==> config.mk <==
export PLATFORM = sky130hd
export DESIGN_NAME = mem_access_stage
export DESIGN_NICKNAME = d
export VERILOG_FILES = /design/src/rtl/riscv_pkg.sv /design/src/rtl/lsu_align.sv /design/src/rtl/mem_access_stage.sv
export SDC_FILE = /design/constraint.sdc
export NUM_CORES = 1
export LEC_CHECK = 0
export CAP_MARGIN = 20
export CORE_MARGIN = 2
export CORE_UTILIZATION = 48
export CTS_CLUSTER_DIAMETER = 100
export DETAILED_ROUTE_END_ITERATION = 12
export MAX_ROUTING_LAYER = met4
export PLACE_DENSITY = 0.93
export SLEW_MARGIN = 20
export SYNTH_ARGS = -nofsm -noshare
export SYNTH_HDL_FRONTEND = slang
export SYNTH_HIERARCHICAL = 1
export SYNTH_SLANG_ARGS = --single-unit
==> constraint.sdc <==
create_clock -name clk -period 2.6 [get_ports clk]
set_input_delay 0.39 -clock clk [delete_from_list [all_inputs] [get_ports clk]]
set_output_delay 0.39 -clock clk [all_outputs]
set_load 0.005 [all_outputs]
==> src/rtl/riscv_pkg.sv <==
// ---------------------------------------------------------------------------
// riscv_pkg
//   Shared definitions for the memory-access stage.
//   - F3_* : RV32I load/store funct3 encodings used for width/extension decode
//   - mem_state_t : memory-stage FSM states (IDLE, BUSY, DONE)
// ---------------------------------------------------------------------------
package riscv_pkg;

  localparam logic [2:0] F3_B  = 3'b000;
  localparam logic [2:0] F3_H  = 3'b001;
  localparam logic [2:0] F3_W  = 3'b010;
  localparam logic [2:0] F3_BU = 3'b100;
  localparam logic [2:0] F3_HU = 3'b101;

  typedef enum logic [1:0] {
    IDLE = 2'd0,
    BUSY = 2'd1,
    DONE = 2'd2
  } mem_state_t;

endpackage

==> src/rtl/lsu_align.sv <==
// ---------------------------------------------------------------------------
// lsu_align
//   Purely combinational lane logic for the memory stage.
//   Store side: byte enables and lane-replicated write data from funct3 and
//   the (already alignment-forced) low address bits.
//   Load side: lane extraction and sign/zero extension of the read word.
// Ports
//   st_lo      in   2   low address bits of the store
//   st_funct3  in   3   store width
//   st_data    in   32  raw store data (rs2)
//   st_be      out  4   byte enables
//   st_wdata   out  32  replicated store data
//   ld_lo      in   2   latched low address bits of the load
//   ld_funct3  in   3   latched load width/extension
//   rdata      in   32  word returned by memory
//   ld_data    out  32  extended load result
// ---------------------------------------------------------------------------
module lsu_align
  import riscv_pkg::*;
(
  input  logic [1:0]  st_lo,
  input  logic [2:0]  st_funct3,
  input  logic [31:0] st_data,
  output logic [3:0]  st_be,
  output logic [31:0] st_wdata,
  input  logic [1:0]  ld_lo,
  input  logic [2:0]  ld_funct3,
  input  logic [31:0] rdata,
  output logic [31:0] ld_data
);

  logic [7:0]  ld_byte;
  logic [15:0] ld_half;

  assign ld_byte = rdata[{ld_lo, 3'b000} +: 8];
  assign ld_half = rdata[{ld_lo[1], 4'b0000} +: 16];

  always_comb begin
    // NOTE: every output gets a default before the case so no path leaves
    // a value unassigned, which would otherwise infer a latch.
    st_be    = 4'b1111;
    st_wdata = st_data;
    case (st_funct3)
      F3_B, F3_BU: begin
        st_be    = 4'b0001 << st_lo;
        st_wdata = {4{st_data[7:0]}};
      end
      F3_H, F3_HU: begin
        st_be    = 4'b0011 << {st_lo[1], 1'b0};
        st_wdata = {2{st_data[15:0]}};
      end
      default: ;
    endcase
  end

  always_comb begin
    ld_data = rdata;
    case (ld_funct3)
      F3_B:    ld_data = {{24{ld_byte[7]}}, ld_byte};
      F3_H:    ld_data = {{16{ld_half[15]}}, ld_half};
      F3_BU:   ld_data = {24'h0, ld_byte};
      F3_HU:   ld_data = {16'h0, ld_half};
      F3_W:    ld_data = rdata;
      default: ld_data = rdata;  // reserved 011/110/111 behave as word
    endcase
  end

endmodule

==> src/rtl/mem_access_stage.sv <==
// ---------------------------------------------------------------------------
// mem_access_stage
//   Memory stage fed directly by EX. Latches one load/store, drives it on a
//   req/ready data-memory port, stalls the core while it is outstanding and
//   returns aligned, extended load data with a one-cycle done pulse.
//   A watchdog ends a BUSY phase after TIMEOUT_CYCLES cycles with bus_err.
// Configuration macro
//   MISALIGN_TRAP_EN : misaligned half/word accesses issue no request and
//                      complete immediately with misaligned=1. When undefined,
//                      misaligned stays 0 and offending low bits are forced 0.
// Ports
//   clk, rst_n                 clock, synchronous active-low reset
//   alu_result, mem_wdata_in   address and store data from EX
//   funct3, MemRead, MemWrite  access width and type (MemWrite wins)
//   dmem_req/we/addr/wdata/be  memory request, held stable while BUSY
//   dmem_ready, dmem_rdata     memory completion and read data
//   load_data                  extended load result, valid with done
//   stall                      hold PC/instruction (combinational)
//   done, bus_err, misaligned  one-cycle completion/status pulses
// ---------------------------------------------------------------------------
module mem_access_stage
  import riscv_pkg::*;
#(
  parameter int TIMEOUT_CYCLES = 16,
  parameter int ADDR_W         = 32
) (
  input  logic              clk,
  input  logic              rst_n,
  input  logic [ADDR_W-1:0] alu_result,
  input  logic [31:0]       mem_wdata_in,
  input  logic [2:0]        funct3,
  input  logic              MemRead,
  input  logic              MemWrite,
  output logic              dmem_req,
  output logic              dmem_we,
  output logic [ADDR_W-1:0] dmem_addr,
  output logic [31:0]       dmem_wdata,
  output logic [3:0]        dmem_be,
  input  logic              dmem_ready,
  input  logic [31:0]       dmem_rdata,
  output logic [31:0]       load_data,
  output logic              stall,
  output logic              done,
  output logic              bus_err,
  output logic              misaligned
);

  localparam int CNT_W = (TIMEOUT_CYCLES > 1) ? $clog2(TIMEOUT_CYCLES) : 1;
  localparam logic [CNT_W-1:0] CNT_LAST =
    CNT_W'((TIMEOUT_CYCLES > 0) ? TIMEOUT_CYCLES - 1 : 0);

  mem_state_t        state_q, state_d;
  logic [CNT_W-1:0]  cnt_q, cnt_d;
  logic [2:0]        f3_q, f3_d;
  logic [1:0]        lo_q, lo_d;
  logic              req_d, we_d, done_d, err_d, mis_d;
  logic [ADDR_W-1:0] addr_d;
  logic [31:0]       wdata_d, load_d;
  logic [3:0]        be_d;

  logic              access, is_byte, is_half, is_word, trap;
  logic [1:0]        eff_lo;
  logic [3:0]        st_be;
  logic [31:0]       st_wdata, ld_data;

  assign access  = MemRead | MemWrite;
  assign is_byte = (funct3 == F3_B) | (funct3 == F3_BU);
  assign is_half = (funct3 == F3_H) | (funct3 == F3_HU);
  assign is_word = ~is_byte & ~is_half;

  // Low address bits that the access actually uses: sub-width alignment bits
  // are dropped, which is what makes non-trapping misaligned accesses legal.
  assign eff_lo = is_byte ? alu_result[1:0] :
                  is_half ? {alu_result[1], 1'b0} : 2'b00;

`ifdef MISALIGN_TRAP_EN
  assign trap = (is_half & alu_result[0]) | (is_word & (alu_result[1:0] != 2'b00));
`else
  assign trap = 1'b0;
`endif

  lsu_align u_align (
    .st_lo     (eff_lo),
    .st_funct3 (funct3),
    .st_data   (mem_wdata_in),
    .st_be     (st_be),
    .st_wdata  (st_wdata),
    .ld_lo     (lo_q),
    .ld_funct3 (f3_q),
    .rdata     (dmem_rdata),
    .ld_data   (ld_data)
  );

  always_comb begin
    state_d = state_q;
    cnt_d   = cnt_q;
    f3_d    = f3_q;
    lo_d    = lo_q;
    req_d   = dmem_req;
    we_d    = dmem_we;
    addr_d  = dmem_addr;
    wdata_d = dmem_wdata;
    be_d    = dmem_be;
    load_d  = load_data;
    done_d  = 1'b0;
    err_d   = 1'b0;
    mis_d   = 1'b0;
    stall   = 1'b0;

    case (state_q)
      IDLE: begin
        if (access) begin
          stall   = 1'b1;
          cnt_d   = '0;
          f3_d    = funct3;
          lo_d    = eff_lo;
          we_d    = MemWrite;
          addr_d  = {alu_result[ADDR_W-1:2], 2'b00};
          be_d    = MemWrite ? st_be : 4'b1111;
          wdata_d = MemWrite ? st_wdata : 32'h0;
          if (trap) begin
            // Misaligned access completes without touching the bus.
            state_d = DONE;
            done_d  = 1'b1;
            mis_d   = 1'b1;
            load_d  = 32'h0;
          end else begin
            state_d = BUSY;
            req_d   = 1'b1;
          end
        end
      end

      BUSY: begin
        stall = 1'b1;
        if (dmem_ready) begin
          state_d = DONE;
          req_d   = 1'b0;
          done_d  = 1'b1;
          load_d  = dmem_we ? 32'h0 : ld_data;
        end else if ((TIMEOUT_CYCLES != 0) && (cnt_q == CNT_LAST)) begin
          state_d = DONE;
          req_d   = 1'b0;
          done_d  = 1'b1;
          err_d   = 1'b1;
          load_d  = 32'h0;
        end else begin
          cnt_d = cnt_q + CNT_W'(1);
        end
      end

      // DONE never looks at MemRead/MemWrite, so the completing instruction
      // cannot re-issue before the pipeline advances.
      DONE:    state_d = IDLE;
      default: state_d = IDLE;
    endcase
  end

  always_ff @(posedge clk) begin
    if (!rst_n) begin
      state_q    <= IDLE;
      cnt_q      <= '0;
      f3_q       <= '0;
      lo_q       <= '0;
      dmem_req   <= 1'b0;
      dmem_we    <= 1'b0;
      dmem_addr  <= '0;
      dmem_wdata <= '0;
      dmem_be    <= '0;
      load_data  <= '0;
      done       <= 1'b0;
      bus_err    <= 1'b0;
      misaligned <= 1'b0;
    end else begin
      // NOTE: non-blocking assignments so every register samples the
      // pre-edge values, independent of statement order.
      state_q    <= state_d;
      cnt_q      <= cnt_d;
      f3_q       <= f3_d;
      lo_q       <= lo_d;
      dmem_req   <= req_d;
      dmem_we    <= we_d;
      dmem_addr  <= addr_d;
      dmem_wdata <= wdata_d;
      dmem_be    <= be_d;
      load_data  <= load_d;
      done       <= done_d;
      bus_err    <= err_d;
      misaligned <= mis_d;
    end
  end

endmodule

# [Yosys cells after proc, flatten, opt, wreduce, memory -nomap -nowiden]
# Cells that the tools add are included.
[word_totals] regBits=113 in_bits=104
[classes] add_sub_neg=1 n_eq_ne=12 shifts=4 muxes=26 n_bitwise=5 n_reduce_logical=14
[op_table] op="2-to-1 mux 32 bit" n=4
[op_table] op="one-hot mux 32 bit (4 select lines)" n=1
[op_table] op="one-hot mux 32 bit (2 select lines)" n=1
[op_table] op="indexed part select 32 x 6 -> 16 bit" n=1
[op_table] op="indexed part select 32 x 6 -> 8 bit" n=1
[op_table] op="2-to-1 mux 4 bit" n=4
[op_table] op="one-hot mux 4 bit (2 select lines)" n=2
[op_table] op="== test 3 bit, second input constant" n=4
[op_table] op="2-to-1 mux 2 bit" n=5
[op_table] op="AND reduction 2 bit" n=4
[op_table] op="== test 3 x 1 -> 1 bit, second input constant" n=2
[op_table] op="zero test 3 bit" n=2
[op_table] op="2-to-1 mux 1 bit" n=6
[op_table] op="inequality test 2 bit, second input constant" n=3
[op_table] op="adder 4 x 1 -> 4 bit, second input constant" n=1
[op_table] op="== test 4 bit, second input constant" n=1
[op_table] op="one-hot mux 1 bit (2 select lines)" n=2
[op_table] op="one-hot mux 2 bit (2 select lines)" n=1
[op_table] op="AND reduction 4 bit" n=1
[op_table] op="nonzero test 2 bit" n=2
[op_table] op="OR reduction 2 bit" n=2
[op_table] op="left shift 1 x 2 -> 4 bit, first input constant" n=1
[op_table] op="left shift 2 x 2 -> 4 bit, first input constant" n=1
[op_table] op="inequality test 3 bit, second input constant" n=1
[op_table] op="other kinds (6)" n=9

# [Longest topological paths before layout]
[depth] word_depth=7 mapped_depth=6 mapped_depth_nobuf=5

# [Modules after synthesis]
# Netlist, hierarchy kept.
[modules_own_cells] mod="mem_access_stage" n_inst=1 cells_each=453 area_each_um2=4139.0 seq_area_each_um2=2262.2
[modules_own_cells] mod="lsu_align" n_inst=1 cells_each=182 area_each_um2=1378.8 seq_area_each_um2=0.0

# [Worst setup path before layout]
# Ideal clock, no wire load.
[synth_timing] path_type="register to register" from="reg lo_q[0]" to="reg load_data[12]" setup_ns=0.117 arrival_time_ns=1.447 required_time_ns=2.483 setup_slack_ns=1.036 stages_incl_launch_ff=6 n_path_buf=1 path_cell_list="dfxtp_1 mux2_4 a22oi_4 buf_6 o211ai_2 a22o_1"
[synth_between] elab_chain_len=4
[synth_rtl] element="start, declared" line_no="mem_access_stage.sv:55" text="logic [1:0] lo_q, lo_d;"
[synth_rtl] element="start signal, assigned" line_no="mem_access_stage.sv:180" text="lo_q <= lo_d;"
[synth_rtl] element="indexed part select 32 x 6 -> 8 bit" line_no="lsu_align.sv:35" text="assign ld_byte = rdata[{ld_lo, 3'b000} +: 8];"
[synth_rtl] element="one-hot mux 32 bit (4 select lines)" line_no="lsu_align.sv:58" text="case (ld_funct3)"
[synth_rtl] element="named net ld_data[12]" line_no="mem_access_stage.sv:64" text="logic [31:0] st_wdata, ld_data;"
[synth_rtl] element="2-to-1 mux 32 bit" line_no="mem_access_stage.sv:140" text="load_d = dmem_we ? 32'h0 : ld_data;"
[synth_rtl] element="2-to-1 mux 32 bit" line_no="mem_access_stage.sv:136" text="if (dmem_ready) begin"
[synth_rtl] element="end signal, assigned" line_no="mem_access_stage.sv:186" text="load_data <= load_d;"
[synth_rtl] element="end, declared" line_no="mem_access_stage.sv:41" text="output logic [31:0] load_data,"
# The timed path passes the listed nets, and every way through them passes these cells.
# A chain may end at the register's enable or synchronous reset.

# [Worst setup path in the final report]
[layout_timing] from="in MemWrite" to="out stall"
[layout_between] elab_chain_len=3
[layout_rtl] element="start, declared" line_no="mem_access_stage.sv:33" text="input logic MemWrite,"
[layout_rtl] element="OR 1 bit" line_no="mem_access_stage.sv:66" text="assign access = MemRead | MemWrite;"
[layout_rtl] element="2-to-1 mux 1 bit" line_no="mem_access_stage.sv:112" text="if (access) begin"
[layout_rtl] element="one-hot mux 1 bit (2 select lines)" line_no="mem_access_stage.sv:110" text="case (state_q)"
[layout_rtl] element="end, declared" line_no="mem_access_stage.sv:42" text="output logic stall,"
# Every way passes these cells.

==> flow_summary.ini <==
[clocking]
clk_pin_slew_ns = 0.06
htree_levels = 4
cts_sinks = 113
clockBufferDepth = 2
post_cts_buffers = 0
clk_latency_ns = 0.42
numCtsBuffers = 17
hold_buffers = 0
cts_tree = yes
root_buffer = clkbuf_16
cts_resized = 0

[worst_setup_path]
worstPathRequired_ns = 2.21
setup.worst_path.end_class = primary output
worst_path_largest_cell_delay_ns = 0.53
path_max_fanout = 4
startpoint_type = input port
cp_num_buf_inv = 2
worstPathArrival_ns = 1.94
crit_family = buffers and inverters
criticalPathCategory = input port to primary output
crit_chain = clkdlybuf4s50_1, or2_2, nor2_1, nor2_1, clkdlybuf4s50_1
cpMaxStageDelayCell = clkdlybuf4s50_1

[power]
ir_worst_vdd_v = 0.000478
power_density_nw_per_um2 = 658
power_uw = 5370
power_leakage_uw = 0.00305

[detailed_routing]
drt-total-wl_um = 18500
drc_errors = 0
ant_nets = 0
wl_per_cell_um = 19.1
via_count = 5793
first_pass_iters = 5
drtIter0Drc = 480
vias_per_cell = 6.00

[timing]
setup_ws_ns = 0.268
setup_viol = 0
max-slew-margin-rel = 0.495
post-route-period-util = 0.897
hold_viol = 0
fmax_mhz = 429
tns_ns = 0
worst_pin_slew_ns = 0.757
clock_skew_ns = 0.00802
hold_slack_ns = 0.472
rsz0062_at_grt = no
fin_crit_ns = 2.33
slew_viol_final = 0

[die]
die_height_um = 111
rows = 39
initial_core_util = 0.487
ioPinCount = 210
core_area_um2 = 11300
fp.dieW_um = 111
die_area_um2 = 12400

[global_route]
grt_max_degree = 73
grt-ovfl-total = 0
grt_first_pass_wirelength_um = 29500
antenna_found_initial = 1
grt_usage = 0.306
grt_pass1_vias = 5738

[yosys]
syn_area_per_cell_um2 = 8.69
yosysWarnings = 6
synth-edff-count = 0
synth_area_um2 = 5520
async_flop_share = 0
syn_inst = 635
synth_cell_types = 54
ys.flop_type = dfxtp_1
ys_ff_latch = 113
ys_seq_area_frac = 0.410

[place]
io_buffers = 206
place.gp.congestion = 0.878
hpwl_um = 12000
pre_cts_ws_ns = 0.275

[cells_and_area]
layout_commonest_cell = clkdlybuf4s50_1
drive_gt1_frac = 0.130
area_growth_pct = 48.1
final_net_count = 913
most-common-layout-cells = clkdlybuf4s50_1, dfxtp_1, a21oi_1

[run_status]
status = finished clean

[hold_path]
hold_class = flop to flop

[run]
max_cap_viol_count = 0
-- through the flow --
step                cell area, um^2   util  instances
global placement               7560  0.668        932
floorplan                      5530      -        637
CTS                            8170  0.721        964
detailed placement             7560  0.668        932
finish                         8170  0.722        965
global route                   8170  0.722        965
-- final timing paths --
check        slack, ns  cells after the start           end         start
max               0.27                      5         stall      MemWrite
min               0.47                      2  dmem_addr[6]  dmem_addr[6]
max reg2reg       0.68                      4  load_data[3]       lo_q[0]
min reg2reg       0.47                      2  dmem_addr[6]  dmem_addr[6]
-- layout make-up --
type / count / area, um^2
clock buffers: 17 / 425
inverters: 10 / 37.5
clock inverters: 15 / 181
well taps: 143 / 179
repair buffers: 225 / 2240
flip-flops and latches: 113 / 2260
multi-input cells: 441 / 2840
fillers: 794 / 3150
diodes: 1 / 2.50
-- where the power goes --
part           internal (uW)  total, uW  switching, uW
clock                   1520       2400            886
sequential              1850       1920           74.7
combinational            540       1050            510
-- registers in the layout (all words and copies together), names as in the netlist, 2 cells and up --
signal,flops
state_q,2
dmem_wdata,32
load_data,32
lo_q,2
cnt_q,4
f3_q,3
dmem_be,4
dmem_addr,30
-- synth_stat cells, types with 3 or more instances --
library cell	number	area (um^2)
dfxtp_1	113	2260
a21oi_1	89	445
o21ai_0	77	385
nand3_1	69	345
nand2_1	35	131
a22o_1	32	280
clkbuf_1	27	101
mux2_2	18	203
a22oi_1	17	128
buf_2	17	85.1
buf_4	17	128
mux2i_1	9	90.1
inv_1	8	30.0
nor3_1	8	40.0
a221oi_2	7	105
and2b_1	7	52.6
clkbuf_2	6	30.0
nand2_2	6	37.5
nor3b_1	6	45.0
buf_6	5	56.3
nor2_1	5	18.8
nor2b_1	5	31.3
o211ai_1	5	37.5
a211oi_1	4	30.0
o211ai_2	4	50.1
a211oi_2	3	37.5
-- kinds of logic (layout without fill, tap and decap cells) --
logic type      count (synthesis)  count (layout)  synth area share
flops                         113             113             0.410
simple gates                  156             156             0.153
fa+ha+maj                       1               1           0.00227
compound gates                252             252             0.296
buf+inv                        83             267            0.0800
other cells                     1               4          0.000680
mux                            29              29            0.0585
-- tightest hold or removal path: cells and delay by family, from the launching register on --
family          cells  cell delay (ns)
flops               1             0.30
compound gates      2             0.12
-- routing by layer --
metal	GRT usage	part of all wire
met1	0.348	0.38
met2	0.498	0.49
met3	0.0962	0.098
met4	0.133	0.032
met5	-	0
Note: power is estimated with default switching activity, not from simulation.
